$ cat src/rtl/mips_pkg.sv
// rtl/mips_pkg.sv - shared constants, fetch FSM encoding and redirect target select
package mips_pkg;

    localparam logic [31:0] MIPS_NOP         = 32'h0000_0000;
    localparam logic [31:0] RESET_PC_DEFAULT = 32'h0000_0000;

    typedef enum logic {
        RUN  = 1'b0,
        HALT = 1'b1
    } fetch_state_t;

    // JR carries the freshest forwarded value, so it outranks J and branch.
    function automatic logic [31:0] select_target(
        input logic        jr,
        input logic        jump,
        input logic [31:0] jr_addr,
        input logic [31:0] j_addr,
        input logic [31:0] pc_branch
    );
        if (jr)
            return jr_addr;
        else if (jump)
            return j_addr;
        else
            return pc_branch;
    endfunction

endpackage

$ cat src/rtl/fetch_pc_unit_if.sv
// rtl/fetch_pc_unit_if.sv - fetch-stage bus: ID redirects, imem port, IF/ID outputs, counters
interface fetch_pc_unit_if #(
    parameter int IMEM_AW = 10
);
    logic               stall;
    logic               branch;
    logic [31:0]        pc_branch;
    logic               jump;
    logic [31:0]        j_addr;
    logic               jr;
    logic [31:0]        jr_addr;
    logic               halt;
    logic               go;
    logic [31:0]        imem_data;
    logic [IMEM_AW-1:0] imem_addr;
    logic [31:0]        pc;
    logic [31:0]        ifid_ins;
    logic [31:0]        ifid_pc;
    logic               ifid_valid;
    logic               halted;
    logic [31:0]        cycle_cnt;
    logic [31:0]        redirect_cnt;

    modport master (
        input  stall, branch, pc_branch, jump, j_addr, jr, jr_addr, halt, go, imem_data,
        output imem_addr, pc, ifid_ins, ifid_pc, ifid_valid, halted, cycle_cnt, redirect_cnt
    );

    modport slave (
        output stall, branch, pc_branch, jump, j_addr, jr, jr_addr, halt, go, imem_data,
        input  imem_addr, pc, ifid_ins, ifid_pc, ifid_valid, halted, cycle_cnt, redirect_cnt
    );

endinterface

$ cat src/rtl/fetch_pc_unit_ifid_reg.sv
// rtl/fetch_pc_unit_ifid_reg.sv - IF/ID pipeline register with hold and bubble-flush controls
module ifid_reg
    import mips_pkg::*;
(
    input  logic        clk,
    input  logic        rst,
    input  logic        en,
    input  logic        flush,
    input  logic [31:0] ins_in,
    input  logic [31:0] pc_in,
    output logic [31:0] ins,
    output logic [31:0] pc,
    output logic        valid
);

    // A flush only kills the instruction; the pc field keeps its last value.
    always_ff @(posedge clk or posedge rst) begin
        if (rst) begin
            ins   <= MIPS_NOP;
            pc    <= 32'h0;
            valid <= 1'b0;
        end else if (flush) begin
            ins   <= MIPS_NOP;
            valid <= 1'b0;
        end else if (en) begin
            ins   <= ins_in;
            pc    <= pc_in;
            valid <= 1'b1;
        end
    end

endmodule

$ cat src/rtl/fetch_pc_unit.sv
// rtl/fetch_pc_unit.sv - instruction fetch: PC, next-PC mux, RUN/HALT FSM, perf counters
module fetch_pc_unit
    import mips_pkg::*;
#(
    parameter logic [31:0] RESET_PC = RESET_PC_DEFAULT,
    parameter int          IMEM_AW  = 10
) (
    input  logic            clk,
    input  logic            rst,
    fetch_pc_unit_if.master bus
);

    fetch_state_t state_q;
    fetch_state_t state_d;
    logic [31:0]  pc_q;
    logic [31:0]  pc_d;
    logic [31:0]  cycle_q;
    logic [31:0]  redirect_q;
    logic         ifid_en;
    logic         ifid_flush;
    logic         cycle_inc;
    logic         redirect_inc;
    logic         redirect;
    logic [31:0]  target;

    assign redirect = !bus.stall && (bus.jr || bus.jump || bus.branch);
    assign target   = select_target(bus.jr, bus.jump, bus.jr_addr, bus.j_addr, bus.pc_branch);

    always_ff @(posedge clk or posedge rst) begin
        if (rst) begin
            state_q    <= RUN;
            pc_q       <= RESET_PC;
            cycle_q    <= 32'h0;
            redirect_q <= 32'h0;
        end else begin
            state_q <= state_d;
            pc_q    <= pc_d;
            if (cycle_inc)
                cycle_q <= cycle_q + 32'd1;
            if (redirect_inc)
                redirect_q <= redirect_q + 32'd1;
        end
    end

    // Stall outranks halt so a load-use bubble is never lost across a halt.
    always_comb begin
        state_d      = state_q;
        pc_d         = pc_q;
        ifid_en      = 1'b0;
        ifid_flush   = 1'b0;
        cycle_inc    = 1'b0;
        redirect_inc = 1'b0;
        case (state_q)
            RUN: begin
                cycle_inc = 1'b1;
                if (bus.stall) begin
                    pc_d = pc_q;
                end else if (bus.halt) begin
                    state_d    = HALT;
                    ifid_flush = 1'b1;
                end else if (redirect) begin
                    pc_d         = target;
                    ifid_flush   = 1'b1;
                    redirect_inc = 1'b1;
                end else begin
                    pc_d    = pc_q + 32'd4;
                    ifid_en = 1'b1;
                end
            end
            HALT: begin
                if (bus.go && !bus.halt)
                    state_d = RUN;
            end
            default: begin
                state_d = RUN;
            end
        endcase
    end

    ifid_reg u_ifid (
        .clk    (clk),
        .rst    (rst),
        .en     (ifid_en),
        .flush  (ifid_flush),
        .ins_in (bus.imem_data),
        .pc_in  (pc_q),
        .ins    (bus.ifid_ins),
        .pc     (bus.ifid_pc),
        .valid  (bus.ifid_valid)
    );

    assign bus.imem_addr    = pc_q[IMEM_AW+1:2];
    assign bus.pc           = pc_q;
    assign bus.halted       = (state_q == HALT);
    assign bus.cycle_cnt    = cycle_q;
    assign bus.redirect_cnt = redirect_q;

endmodule

$ cat src/flat_wrapper.sv
// flat-port wrapper written by rule: the top's interface ports become plain ports
module fetch_pc_unit_flat import mips_pkg::*;
#(
    parameter logic [31:0] RESET_PC = RESET_PC_DEFAULT,
    parameter int          IMEM_AW  = 10
)
  (clk, rst, bus_stall, bus_branch, bus_pc_branch, bus_jump, bus_j_addr, bus_jr, bus_jr_addr, bus_halt, bus_go, bus_imem_data, bus_imem_addr, bus_pc, bus_ifid_ins, bus_ifid_pc, bus_ifid_valid, bus_halted, bus_cycle_cnt, bus_redirect_cnt);
  fetch_pc_unit_if #(.IMEM_AW(IMEM_AW)) bus_i ();
  input  logic clk;
  input  logic rst;
  input wire logic [$bits(bus_i.stall)-1:0] bus_stall;
  input wire logic [$bits(bus_i.branch)-1:0] bus_branch;
  input wire logic [$bits(bus_i.pc_branch)-1:0] bus_pc_branch;
  input wire logic [$bits(bus_i.jump)-1:0] bus_jump;
  input wire logic [$bits(bus_i.j_addr)-1:0] bus_j_addr;
  input wire logic [$bits(bus_i.jr)-1:0] bus_jr;
  input wire logic [$bits(bus_i.jr_addr)-1:0] bus_jr_addr;
  input wire logic [$bits(bus_i.halt)-1:0] bus_halt;
  input wire logic [$bits(bus_i.go)-1:0] bus_go;
  input wire logic [$bits(bus_i.imem_data)-1:0] bus_imem_data;
  output wire logic [$bits(bus_i.imem_addr)-1:0] bus_imem_addr;
  output wire logic [$bits(bus_i.pc)-1:0] bus_pc;
  output wire logic [$bits(bus_i.ifid_ins)-1:0] bus_ifid_ins;
  output wire logic [$bits(bus_i.ifid_pc)-1:0] bus_ifid_pc;
  output wire logic [$bits(bus_i.ifid_valid)-1:0] bus_ifid_valid;
  output wire logic [$bits(bus_i.halted)-1:0] bus_halted;
  output wire logic [$bits(bus_i.cycle_cnt)-1:0] bus_cycle_cnt;
  output wire logic [$bits(bus_i.redirect_cnt)-1:0] bus_redirect_cnt;
  assign bus_i.stall = bus_stall;
  assign bus_i.branch = bus_branch;
  assign bus_i.pc_branch = bus_pc_branch;
  assign bus_i.jump = bus_jump;
  assign bus_i.j_addr = bus_j_addr;
  assign bus_i.jr = bus_jr;
  assign bus_i.jr_addr = bus_jr_addr;
  assign bus_i.halt = bus_halt;
  assign bus_i.go = bus_go;
  assign bus_i.imem_data = bus_imem_data;
  assign bus_imem_addr = bus_i.imem_addr;
  assign bus_pc = bus_i.pc;
  assign bus_ifid_ins = bus_i.ifid_ins;
  assign bus_ifid_pc = bus_i.ifid_pc;
  assign bus_ifid_valid = bus_i.ifid_valid;
  assign bus_halted = bus_i.halted;
  assign bus_cycle_cnt = bus_i.cycle_cnt;
  assign bus_redirect_cnt = bus_i.redirect_cnt;
  fetch_pc_unit #(.RESET_PC(RESET_PC), .IMEM_AW(IMEM_AW)) u_core (.clk(clk), .rst(rst), .bus(bus_i));
endmodule
$ cat config.mk
export PLATFORM = sky130hd
export DESIGN_NAME = fetch_pc_unit_flat
export DESIGN_NICKNAME = d
export VERILOG_FILES = /design/src/rtl/mips_pkg.sv /design/src/rtl/fetch_pc_unit_if.sv /design/src/rtl/fetch_pc_unit_ifid_reg.sv /design/src/rtl/fetch_pc_unit.sv /design/src/flat_wrapper.sv
export SDC_FILE = /design/constraint.sdc
export NUM_CORES = 1
export LEC_CHECK = 0
export BUFFER_PORTS_ARGS = -buffer_cell sky130_fd_sc_hd__buf_2
export CORE_MARGIN = 2
export CORE_UTILIZATION = 40
export DETAILED_ROUTE_END_ITERATION = 12
export GPL_TIMING_DRIVEN = 0
export PLACE_DENSITY = 0.68
export SKIP_CTS_REPAIR_TIMING = 1
export SLEW_MARGIN = 10
export SYNTH_ARGS = -nofsm -noshare
export SYNTH_HDL_FRONTEND = slang
export SYNTH_SLANG_ARGS = --single-unit
$ cat constraint.sdc
create_clock -name clk -period 10.9 [get_ports clk]
set_clock_uncertainty 0.2 [all_clocks]
set_input_delay 1.09 -clock clk [delete_from_list [all_inputs] [get_ports clk]]
set_output_delay 1.09 -clock clk [all_outputs]
set_load 0.1 [all_outputs]
* Yosys cells after proc, flatten, opt, wreduce, memory -nomap -nowiden *
Cells that the tools add are included.

cells by class
  add/subtract/negate cells = 3
  multiplexer cells = 22
  bitwise gates (word level) = 4
  reductions and logical operators = 9

operators with widths
  operator                                                          count
  32-bit two-way mux                                                5
  32-bit by 1-bit adder with 32-bit output (second input constant)  2
  32-bit by 3-bit adder with 32-bit output (second input constant)  1
  1-bit two-way mux                                                 16
  1-bit inverter                                                    4
  3-bit AND reduction                                               1
  1-bit logical AND                                                 2
  1-bit logical NOT                                                 2
  1-bit logical OR                                                  2
  1-bit one-hot mux with 2 select lines                             1
  2-bit AND reduction                                               1
  2-bit nonzero test                                                1

word-level totals
  register bits = 162
  bits of input ports = 136

* Logic depth before layout (Yosys ltp) *
Gate-level depths: netlist of the first run.

  depth after elaboration = 9
  gate-level depth with buffers = 8

* Cells and area by module *
Synthesis of the first run repeated with hierarchy kept, for this count alone.

unflattened totals
  cells, all modules = 760
  area, all modules = 8326.7 µm²

by module, submodules not included
  module         instances  cells an instance  area an instance (µm²)  seq. area each (µm²)
  fetch_pc_unit  1          583                5674.2                  2427.3
  ifid_reg       1          177                2652.5                  1626.6

* Least setup slack after synthesis of the first run *
Ideal clock, no wire load.

  path kind = in2reg
  start point = input bus_stall
  end point = register u_core.redirect_q[18], in the netlist u_core.bus.redirect_cnt[18]
  library setup time = 0.158 ns
  arrival = 2.672 ns
  path slack = 7.870 ns
  stages = 7
  cell sequence = or3_4 -> buf_6 -> or4b_1 -> buf_2 -> nor2b_4 -> and4_4 -> xor2_2

between the ends
  word-level cells in the longest chain between the ends = 6

ends and longest elaborated chain
  element                line                 text
  start, declared        flat_wrapper.sv:11   input wire logic [$bits(bus_i.stall)-1:0] bus_stall;
  1-bit logical NOT      fetch_pc_unit.sv:26  assign redirect = !bus.stall && (bus.jr || bus.jump || bus.branch);
  1-bit logical AND      fetch_pc_unit.sv:26
  1-bit two-way mux      fetch_pc_unit.sv:61  end else if (redirect) begin
  1-bit two-way mux      fetch_pc_unit.sv:58  end else if (bus.halt) begin
  1-bit two-way mux (*)  fetch_pc_unit.sv:56  if (bus.stall) begin
  1-bit two-way mux (*)  fetch_pc_unit.sv:53  case (state_q)
  end signal, assigned   fetch_pc_unit.sv:41  redirect_q <= redirect_q + 32'd1;
  end, declared          fetch_pc_unit.sv:18  logic [31:0] redirect_q;

Every way passes the cells marked *; elsewhere a longest branch is shown, timed or not.
A chain may end at the register's enable or synchronous reset.

* Worst setup path after layout of the first run *
  start point = input bus_jump
  end point = register u_core.pc_q[31], in the netlist u_core.bus.pc[31]

between the ends
  word-level cells in the longest chain between the ends = 4

ends and longest elaborated chain
  element                         line                 text
  start, declared                 flat_wrapper.sv:14   input wire logic [$bits(bus_i.jump)-1:0] bus_jump;
  1-bit logical OR (2 in series)  fetch_pc_unit.sv:26
  1-bit logical AND               fetch_pc_unit.sv:26
  32-bit two-way mux (*)          fetch_pc_unit.sv:61
  end signal, assigned            fetch_pc_unit.sv:37  pc_q <= pc_d;
  end, declared                   fetch_pc_unit.sv:15  logic [31:0] pc_q;

Marks and branches as above.

==> impl_metrics.ini, run 1 <==
[route]
vias = 7392
dr.pass1.iters = 7
routed_wl_mm = 24.98
drtAntennaViolNets = 0
drc = 0
via_per_inst = 5.299
wire_per_inst_um = 17.90
drt_iter0_markers = 467

[synthesis]
async_reset_ff_frac = 1.000
ys_seq_area_frac = 0.5141
syn-num-nets = 931
synth-edff-count = 0
ys_warn_count = 0
synth_ff_type = dfrtp_1
syn_area_mm2 = 0.007885
synth_cell_type_count = 61
synth.avg_cell_area_um2 = 9.956
syn_inst = 792
ys_seq_elements = 162

[placement]
dp.final_hpwl_mm = 18.63
gp_congestion = 0.8981
pre_cts_ws_ps = 7053
io_buffer_count = 305

[clock_network]
htreeDepth = 4
root_buffer = clkbuf_16
clk_latency_ps = 420
clock_path_buffers = 2
cts_tree = yes
path_clk_slew_ps = 70
numCtsBuffers = 17
cts.sinks = 162

[sta]
setup_viol = 0
fin_crit_sh = 0.3185
relSlewSlack = 0.3313
worstMarginPinSlew_ps = 1003
finalSetupTns_ps = 0
period_needed_ps = 3472
fmax_ghz = 0.2880
rsz0062_at_grt = false
setup_slack_ps = 7428
hold_viol_final = 0
slew_viol_final = 0
whs_ps = 267.0

[worst_setup_path]
worstSetupStartpointType = input port
regToRegEndpoint = u_core.bus.pc[31]$_DFFE_PP0P_
reg2reg_from = u_core.bus.halted$_DFF_PP0_
ff2ff_path_depth = 6
path_class = in -> reg
worstPathRequired_ps = 11070
ff2ff_setup_slack_ps = 7990
critPathMaxFanout = 10
cp_data_arrival_time_ps = 3640
end_kind = flop

[global_routing]
busiest_layer = met2
groute.usage.overall = 0.2385
grtUsageMet1 = 0.3184
grt_pass1_vias = 7035
grt_overflow_total = 0
use_met2 = 0.3924
grt_max_degree = 104
use_met3 = 0.05464
grt_pass1_wl_mm = 38.14
antenna_found_initial = 1

[floorplan]
ioPinCount = 308
core_area_mm2 = 0.01940
die_area_mm2 = 0.02085
rows = 51
die_h_um = 144.4
die_w_um = 144.4
initial_utilization = 0.4065

[final_layout]
syn_to_final_growth_pct = 32.21
layout.nets = 1256
diodes = 0
drive_above_1_share = 0.3398

[power_and_ir_drop]
ir_drop_mv = 0.2306
power.density_mw_per_mm2 = 245.0
p_leak_nw = 5.419

[worst_hold_path]
whs_path_depth = 1
min_to = u_core.bus.redirect_cnt[31]$_DFFE_PP0P_
worstHoldStart = u_core.bus.redirect_cnt[31]$_DFFE_PP0P_
hold_class = reg -> reg

[job]
cap_violations = 0

[outcome]
status = finished clean
-- final cells by class --
cell class / count / area [µm²]
buffer: 51 / 247.7
clock buffer: 19 / 452.9
clock inverter: 13 / 193.9
fill: 1835 / 8974
inverter: 11 / 48.80
multi-input combinational: 568 / 3542
sequential: 162 / 4054
tap: 265 / 331.6
timing repair buffer: 306 / 1554
-- worst max-delay path: stages --
cell	delay (ps)
clkbuf_1	260
nor3_2	820
nand2_1	420
nor4_1	660
and4b_1	280
or3_1	100
-- flip-flops by register name (all words and copies together), names as in the netlist --
| register | flops |
|---|---|
| u_core.u_ifid.pc | 32 |
| u_core.u_ifid.ins | 32 |
| u_core.bus.cycle_cnt | 32 |
| u_core.u_ifid.valid | 1 |
| u_core.bus.pc | 32 |
| u_core.bus.redirect_cnt | 32 |
| u_core.bus.halted | 1 |
-- layer usage --
layer | wire, µm | vias up | part of all wire
met2 | 12120 | 341 | 0.49
met5 | 0 | - | 0
met4 | 323 | 0 | 0.013
met3 | 1861 | 27 | 0.075
li1 | - | 3465 | -
met1 | 10680 | 3559 | 0.43
-- cells in the mapped netlist, drive strengths merged, types with 2 or more instances --
library cell,count,share of area
or3,6,0.0054
buf,17,0.015
nor3,14,0.0095
a21oi,35,0.022
nor4,9,0.0079
nand2b,3,0.0024
o311ai,2,0.0022
or4,3,0.0029
clkbuf,34,0.016
a311o,3,0.0038
xor2,24,0.028
a22o,33,0.037
or2,3,0.0024
mux2,19,0.027
o22a,4,0.0044
a2bb2oi,3,0.0033
a31o,2,0.0022
a311oi,3,0.0033
and3,13,0.010
a31oi,7,0.0056
nand4,22,0.017
nand3,29,0.018
nor2b,4,0.0041
o211ai,3,0.0029
a22oi,2,0.0019
nand2,151,0.072
and4,14,0.016
nor2,43,0.020
o21ai,24,0.015
o22ai,8,0.0063
inv,11,0.0052
xnor2,38,0.042
ha,3,0.0048
a211oi,3,0.0029
dfrtp,162,0.51
mux2i,23,0.029
-- stage by stage --
stage	util	total power, W	instance area [µm²]	cells
after floorplan	-	0.001686	7885	792
after detailed placement	0.5041	0.001907	9778	1363
after global routing	0.5374	0.002650	10430	1395
final	0.5374	0.002555	10430	1395
after CTS	0.5374	0.002569	10430	1395
after global placement	0.5023	0.001897	9743	1362
-- cells by family (layout without fill, tap and decap cells) --
| group | count (synthesis) | in the layout | synth area share |
|---|---|---|---|
| AND/OR/NAND/NOR | 319 | 319 | 0.1945 |
| flip-flops | 162 | 162 | 0.5141 |
| AO/OA/AOI/OAI | 142 | 142 | 0.1238 |
| XOR/XNOR | 62 | 62 | 0.06982 |
| buffers and inverters | 62 | 400 | 0.03665 |
| multiplexers | 42 | 42 | 0.05633 |
| adder cells (fa/ha/maj) | 3 | 3 | 0.004761 |
-- where the power goes --
| part | total, W | internal [W] | switching (W) |
|---|---|---|---|
| combinational | 0.00110 | 0.000181 | 0.000920 |
| clock | 0.000659 | 0.000401 | 0.000258 |
| sequential | 0.000795 | 0.000689 | 0.000106 |
-- placed cells by master (no fill, tap or decap), types with 17 or more instances in the layout --
cell,instances
buf_2,307
dfrtp_1,162
nand2_1,151
nor2_1,43
xnor2_1,38
a21oi_1,35
clkbuf_1,33
a22o_1,33
nand3_1,29
o21ai_0,24
xor2_1,23
mux2i_1,23
nand4_1,22
mux2_2,19
clkbuf_16,17
-- worst max path at each step --
stage	cells after the start	from	slack (ps)	to
floorplan	1	rst	5230	u_core.bus.cycle_cnt[0]$_DFFE_PP0N_
global placement	2	rst	3230	u_core.u_ifid.ins[20]$_DFFE_PP0P_
detailed placement	6	bus_jump	7050	u_core.bus.pc[31]$_DFFE_PP0P_
CTS	6	bus_jump	7500	u_core.bus.pc[31]$_DFFE_PP0P_
global route	6	bus_jump	7310	u_core.bus.pc[31]$_DFFE_PP0P_
finish	6	bus_jump	7430	u_core.bus.pc[31]$_DFFE_PP0P_
No activity file was read; power rests on OpenSTA's default activity.
==> run 2: changes to the inputs <==
--- a/config.mk
+++ b/config.mk
@@ -10,7 +10,7 @@
 export CORE_UTILIZATION = 40
 export DETAILED_ROUTE_END_ITERATION = 12
 export GPL_TIMING_DRIVEN = 0
-export PLACE_DENSITY = 0.68
+export PLACE_DENSITY = 0.7
 export SKIP_CTS_REPAIR_TIMING = 1
 export SLEW_MARGIN = 10
 export SYNTH_ARGS = -nofsm -noshare
==> constraint.sdc (replaced) <==
create_clock -name clk -period 2.9 [get_ports clk]
set_clock_uncertainty 0.2 [all_clocks]
set_input_delay 0.29 -clock clk [delete_from_list [all_inputs] [get_ports clk]]
set_output_delay 0.29 -clock clk [all_outputs]
set_load 0.1 [all_outputs]
==> run 2 against run 1 <==
  * The run now ends with hold timing left
  * Cell count grew 2.9%
  * Non-clock buffer count up 38
  * Sequential cell count is the same
  * Critical path depth grew 1
  * Worst hold slack worse by 290 ps
  * Power rose to 3.8 times the previous value
  * Global-route usage is 0.070 points higher
==> impl_metrics.ini, run 2 (same netlist as run 1, synthesis figures left out) <==
[outcome]
status = finished with violations
violations = hold timing

[worst_setup_path]
startpoint = bus_jr
cp_data_arrival_time_ps = 2800
reg2reg_from = u_core.bus.halted$_DFF_PP0_
max_stage_delay_ps = 770
path_class = in -> reg
end_kind = flop
worst_path_max_delay_cell = nor2_1
critPathMaxFanout = 10
worstPathRequired_ps = 2970
worstSetupStartpointType = input port
critPathMostFrequentCell = clkbuf_1
path_cells = clkbuf_1 -> nor3_2 -> nor2_1 -> clkbuf_1 -> o211ai_1 -> o21ai_0 -> a21oi_1

[floorplan]
rows = 51
ioPinCount = 308
die_w_um = 144.4
initial_utilization = 0.4065
core_area_mm2 = 0.01940
die_h_um = 144.4
die_area_mm2 = 0.02085

[clock_network]
numCtsBuffers = 17
clk_latency_ps = 420
cts.sinks = 162
htreeDepth = 4
root_buffer = clkbuf_16
path_clk_slew_ps = 70
clock_path_buffers = 2
cts_tree = yes

[global_routing]
grt_pass1_wl_mm = 38.16
groute.usage.overall = 0.2392
grt_pass1_vias = 7007
antenna_found_initial = 2
grt_max_degree = 38
grt_overflow_total = 0

[job]
cap_violations = 0

[sta]
setup_slack_ps = 173.9
setup_viol = 0
fmax_ghz = 0.3668
rsz0062_at_grt = false
finalSetupTns_ps = 0
relSlewSlack = 0.2069
period_needed_ps = 2726
slew_viol_final = 0
hold_viol_final = 3
whs_ps = -24.72
fin_crit_sh = 0.9400
worstMarginPinSlew_ps = 1190

[route]
routed_wl_mm = 25.69
via_per_inst = 5.257
wire_per_inst_um = 17.90
drt_iter0_markers = 458
drtAntennaViolNets = 0
dr.pass1.iters = 5
drc = 0
vias = 7544

[final_layout]
final_common_cell = buf_2
layout.nets = 1294
syn_to_final_growth_pct = 37.34
final_cell_mix = buf_2, dfrtp_1, nand2_1
fin_util = 0.5582
fin_cells = 1435
drive_above_1_share = 0.3348
n_fill_cell = 1735

[power_and_ir_drop]
ir_drop_mv = 0.8603
power.density_mw_per_mm2 = 886.2
p_leak_nw = 5.572

[placement]
pre_cts_ws_ps = -183.3
dp.final_hpwl_mm = 18.92
gp_congestion = 0.9057
dp_cells = 1366
io_buffer_count = 305

[worst_hold_path]
worstHoldStart = bus_jr_addr[0]
hold_class = in -> reg
-- run 2: cell count changes in the layout (fill, tap and decap cells not counted), sizes merged --
cell         previous run  this run
dlygate4sd3             0        35
buf                   323       326
diode                   0         2
inv                    17        15
bufinv                  4         3
clkbuf                 53        54
clkinv                  2         3
clkinvlp                1         2
-- run 2: area by class of cell --
cell class | count | area (µm²) | share of cell area
Clock buffer | 20 | 456.7 | 0.04217
Multi-Input combinational cell | 568 | 3558 | 0.3286
Clock inverter | 12 | 170.2 | 0.01571
Antenna cell | 2 | 5.005 | 0.0004622
Buffer | 51 | 247.7 | 0.02288
Inverter | 11 | 45.04 | 0.004159
Sequential cell | 162 | 4058 | 0.3747
Timing Repair Buffer | 344 | 1957 | 0.1807
Tap cell | 265 | 331.6 | 0.03062
-- run 2: power by group --
part	internal (W)	switching (W)
combinational	0.000719	0.00346
sequential	0.00259	0.000399
clock	0.00143	0.000998
-- run 2: final timing paths --
check                      slack [ps]  cells past startpoint                                 endpoint
max                               170                      7             u_core.bus.pc[6]$_DFFE_PP0P_
min                               -20                      3             u_core.bus.pc[0]$_DFFE_PP0P_
max reg2reg                       270                      6        u_core.u_ifid.ins[19]$_DFFE_PP0P_
min reg2reg                       270                      2         u_core.u_ifid.pc[15]$_DFFE_PP0P_
max in group asynchronous        1310                      5         u_core.u_ifid.ins[7]$_DFFE_PP0P_
min in group asynchronous         340                      3  u_core.bus.redirect_cnt[31]$_DFFE_PP0P_
-- run 2: critical path, delay by kind of cell --
kind / cells / cell delay, ps
compound gates: 3 / 370
buf+inv: 2 / 1050
simple gates: 2 / 1080
-- run 2: per-stage QoR --
stage | total power [W] | area (µm²)
3_3_place_gp | 0.007124 | 9751
3_5_place_dp | 0.007168 | 9831
5_1_grt | 0.009946 | 10830
4_1_cts | 0.009591 | 10460
2_1_floorplan | 0.006338 | 7893
6_report | 0.009596 | 10830
-- run 2: layer usage --
metal,GRT usage,vias to the layer above,wire length (µm)
li1,-,3545,-
met1,0.3234,3626,10900
met2,0.3891,336,12580
met3,0.04702,37,1770
met4,0.07460,0,435
met5,0,-,0
==> run 3: changes to the inputs <==
--- a/config.mk
+++ b/config.mk
@@ -6,11 +6,12 @@
 export NUM_CORES = 1
 export LEC_CHECK = 0
 export BUFFER_PORTS_ARGS = -buffer_cell sky130_fd_sc_hd__buf_2
+export CORE_ASPECT_RATIO = 0.5
 export CORE_MARGIN = 2
 export CORE_UTILIZATION = 40
 export DETAILED_ROUTE_END_ITERATION = 12
 export GPL_TIMING_DRIVEN = 0
-export PLACE_DENSITY = 0.7
+export PLACE_DENSITY = 0.68
 export SKIP_CTS_REPAIR_TIMING = 1
 export SLEW_MARGIN = 10
 export SYNTH_ARGS = -nofsm -noshare
==> constraint.sdc (replaced) <==
create_clock -name clk -period 3.4 [get_ports clk]
set_clock_uncertainty 0.2 [all_clocks]
set_input_delay 0.34 -clock clk [delete_from_list [all_inputs] [get_ports clk]]
set_output_delay 0.34 -clock clk [all_outputs]
set_load 0.1 [all_outputs]
==> run 3 against run 2 <==
  * The run now ends clean
  * Power fell by 17%
  * Count of clock-buffer cells in the layout grew 1
  * Register-to-register slack improved by 220 ps
  * Critical endpoint is now u_core.bus.pc[31]$_DFFE_PP0P_
  * Highest routed layer unchanged
==> impl_metrics.ini, run 3 (same netlist as run 1, synthesis figures left out) <==
[final_layout]
layout.nets = 1294
n_fill_cell = 1757
fin_cells = 1434
final_common_cell = buf_2
final_cell_mix = buf_2, dfrtp_1, nand2_1
fin_util = 0.5538
drive_above_1_share = 0.3279
syn_to_final_growth_pct = 36.34
diodes = 0

[worst_hold_path]
whs_path_depth = 3
worstHoldStart = bus_jr_addr[2]
hold_class = in -> reg
min_to = u_core.bus.pc[2]$_DFFE_PP0P_

[worst_setup_path]
max_stage_delay_ps = 790
crit_family = simple AND/OR/NAND/NOR gates
ff2ff_setup_slack_ps = 490
cp_data_arrival_time_ps = 3070
path_class = reg -> reg
critPathMaxFanout = 9
ff2ff_path_depth = 6
worst_path_max_delay_cell = nor3_1
path_cells = buf_6 -> nor3_1 -> nand2_1 -> nor4_1 -> and4b_1 -> or3_1
worstSetupStartpointType = flop
worstPathRequired_ps = 3570
worst-path-buf-inv = 1
regToRegEndpoint = u_core.bus.pc[31]$_DFFE_PP0P_
end_kind = flop
reg2reg_from = u_core.bus.halted$_DFF_PP0_

[global_routing]
antenna_found_initial = 0
grt_pass1_vias = 7012
grt_overflow_total = 0
grt_max_degree = 37
grt_pass1_wl_mm = 38.22
groute.usage.overall = 0.2338

[route]
via_per_inst = 5.269
vias = 7556
drtAntennaViolNets = 0
drc = 0
wire_per_inst_um = 17.70
drt_iter0_markers = 607
routed_wl_mm = 25.38
dr.pass1.iters = 5

[clock_network]
path_clk_slew_ps = 70
numCtsBuffers = 17
clock_path_buffers = 2
cts_tree = yes
htreeDepth = 4
cts.sinks = 162
root_buffer = clkbuf_16
clk_latency_ps = 420

[floorplan]
die_w_um = 202.6
ioPinCount = 308
initial_utilization = 0.4062
rows = 36
core_area_mm2 = 0.01941
die_area_mm2 = 0.02092
die_h_um = 103.3

[sta]
worstMarginPinSlew_ps = 988.3
rsz0062_at_grt = false
relSlewSlack = 0.3412
setup_viol = 0
fin_crit_sh = 0.8547
fmax_ghz = 0.3441
slew_viol_final = 0
period_needed_ps = 2906
hold_viol_final = 0

[placement]
gp_congestion = 0.8724
dp.final_hpwl_mm = 18.77
io_buffer_count = 305
dp_cells = 1367

[power_and_ir_drop]
power_w = 0.008010
p_leak_nw = 5.537
power.density_mw_per_mm2 = 745.1
ir_drop_mv = 0.8880

[outcome]
status = finished clean

[job]
cap_violations = 0
-- run 3: cell count changes in the layout (fill, tap and decap cells not counted), sizes merged --
cell,before,now
inv,15,12
clkinvlp,2,4
diode,2,0
bufinv,3,2
clkbuf,54,55
clkinv,3,4
-- run 3: layout make-up --
| cell class | instances | area [µm²] | area share |
|---|---|---|---|
| multi-input combinational | 568 | 3542 | 0.3295 |
| tap | 266 | 332.8 | 0.03096 |
| clock buffer | 21 | 440.4 | 0.04097 |
| inverter | 11 | 45.04 | 0.004190 |
| timing repair buffer | 344 | 1957 | 0.1820 |
| sequential | 162 | 4054 | 0.3771 |
| clock inverter | 11 | 131.4 | 0.01222 |
| buffer | 51 | 247.7 | 0.02304 |
-- run 3: worst register-to-register path, cell delays in order (launching register included) --
cell and delay, ps:
dfrtp_1 390, buf_6 140, nor3_1 790, nand2_1 380
nor4_1 590, and4b_1 270, or3_1 100
-- run 3: worst max-delay path by stage --
stage / from / end / cells after the start
after floorplan: u_core.bus.halted$_DFF_PP0_ / u_core.bus.redirect_cnt[18]$_DFFE_PP0P_ / 8
after CTS: u_core.bus.halted$_DFF_PP0_ / u_core.bus.pc[31]$_DFFE_PP0P_ / 6
after global placement: rst / u_core.u_ifid.pc[10]$_DFFE_PP0P_ / 2
after detailed placement: bus_jr / u_core.bus.pc[6]$_DFFE_PP0P_ / 7
final: u_core.bus.halted$_DFF_PP0_ / u_core.bus.pc[31]$_DFFE_PP0P_ / 6
after global routing: u_core.bus.halted$_DFF_PP0_ / u_core.bus.pc[1]$_DFFE_PP0P_ / 7
-- run 3: through the flow --
| stage | setup WS, ps | instance area [µm²] | setup TNS, ps | hold slack [ps] |
|---|---|---|---|---|
| after floorplan | 416.0 | 7889 | 0 | 229.8 |
| after global placement | -262.2 | 9748 | -39660 | 256.0 |
| after detailed placement | 358.3 | 9828 | 0 | 258.1 |
| after CTS | 495.4 | 10400 | 0 | -167.9 |
| after global routing | 307.7 | 10750 | 0 | 26.23 |
| final | 493.9 | 10750 | 0 | 31.94 |
-- run 3: where the power goes --
group / internal [W] / leakage (nW) / switching (W)
logic: 0.000613 / 3.14 / 0.00294
clock network: 0.00109 / 0.268 / 0.000816
registers: 0.00221 / 2.13 / 0.000337
-- run 3: routing by layer --
layer / wire [µm] / part of all wire / global-route usage / vias up
met5: 0 / 0 / 0 / -
met4: 504 / 0.020 / 0.07355 / 0
met3: 1360 / 0.054 / 0.04449 / 42
met2: 12300 / 0.48 / 0.3815 / 263
met1: 11220 / 0.44 / 0.3207 / 3707
li1: - / - / - / 3544
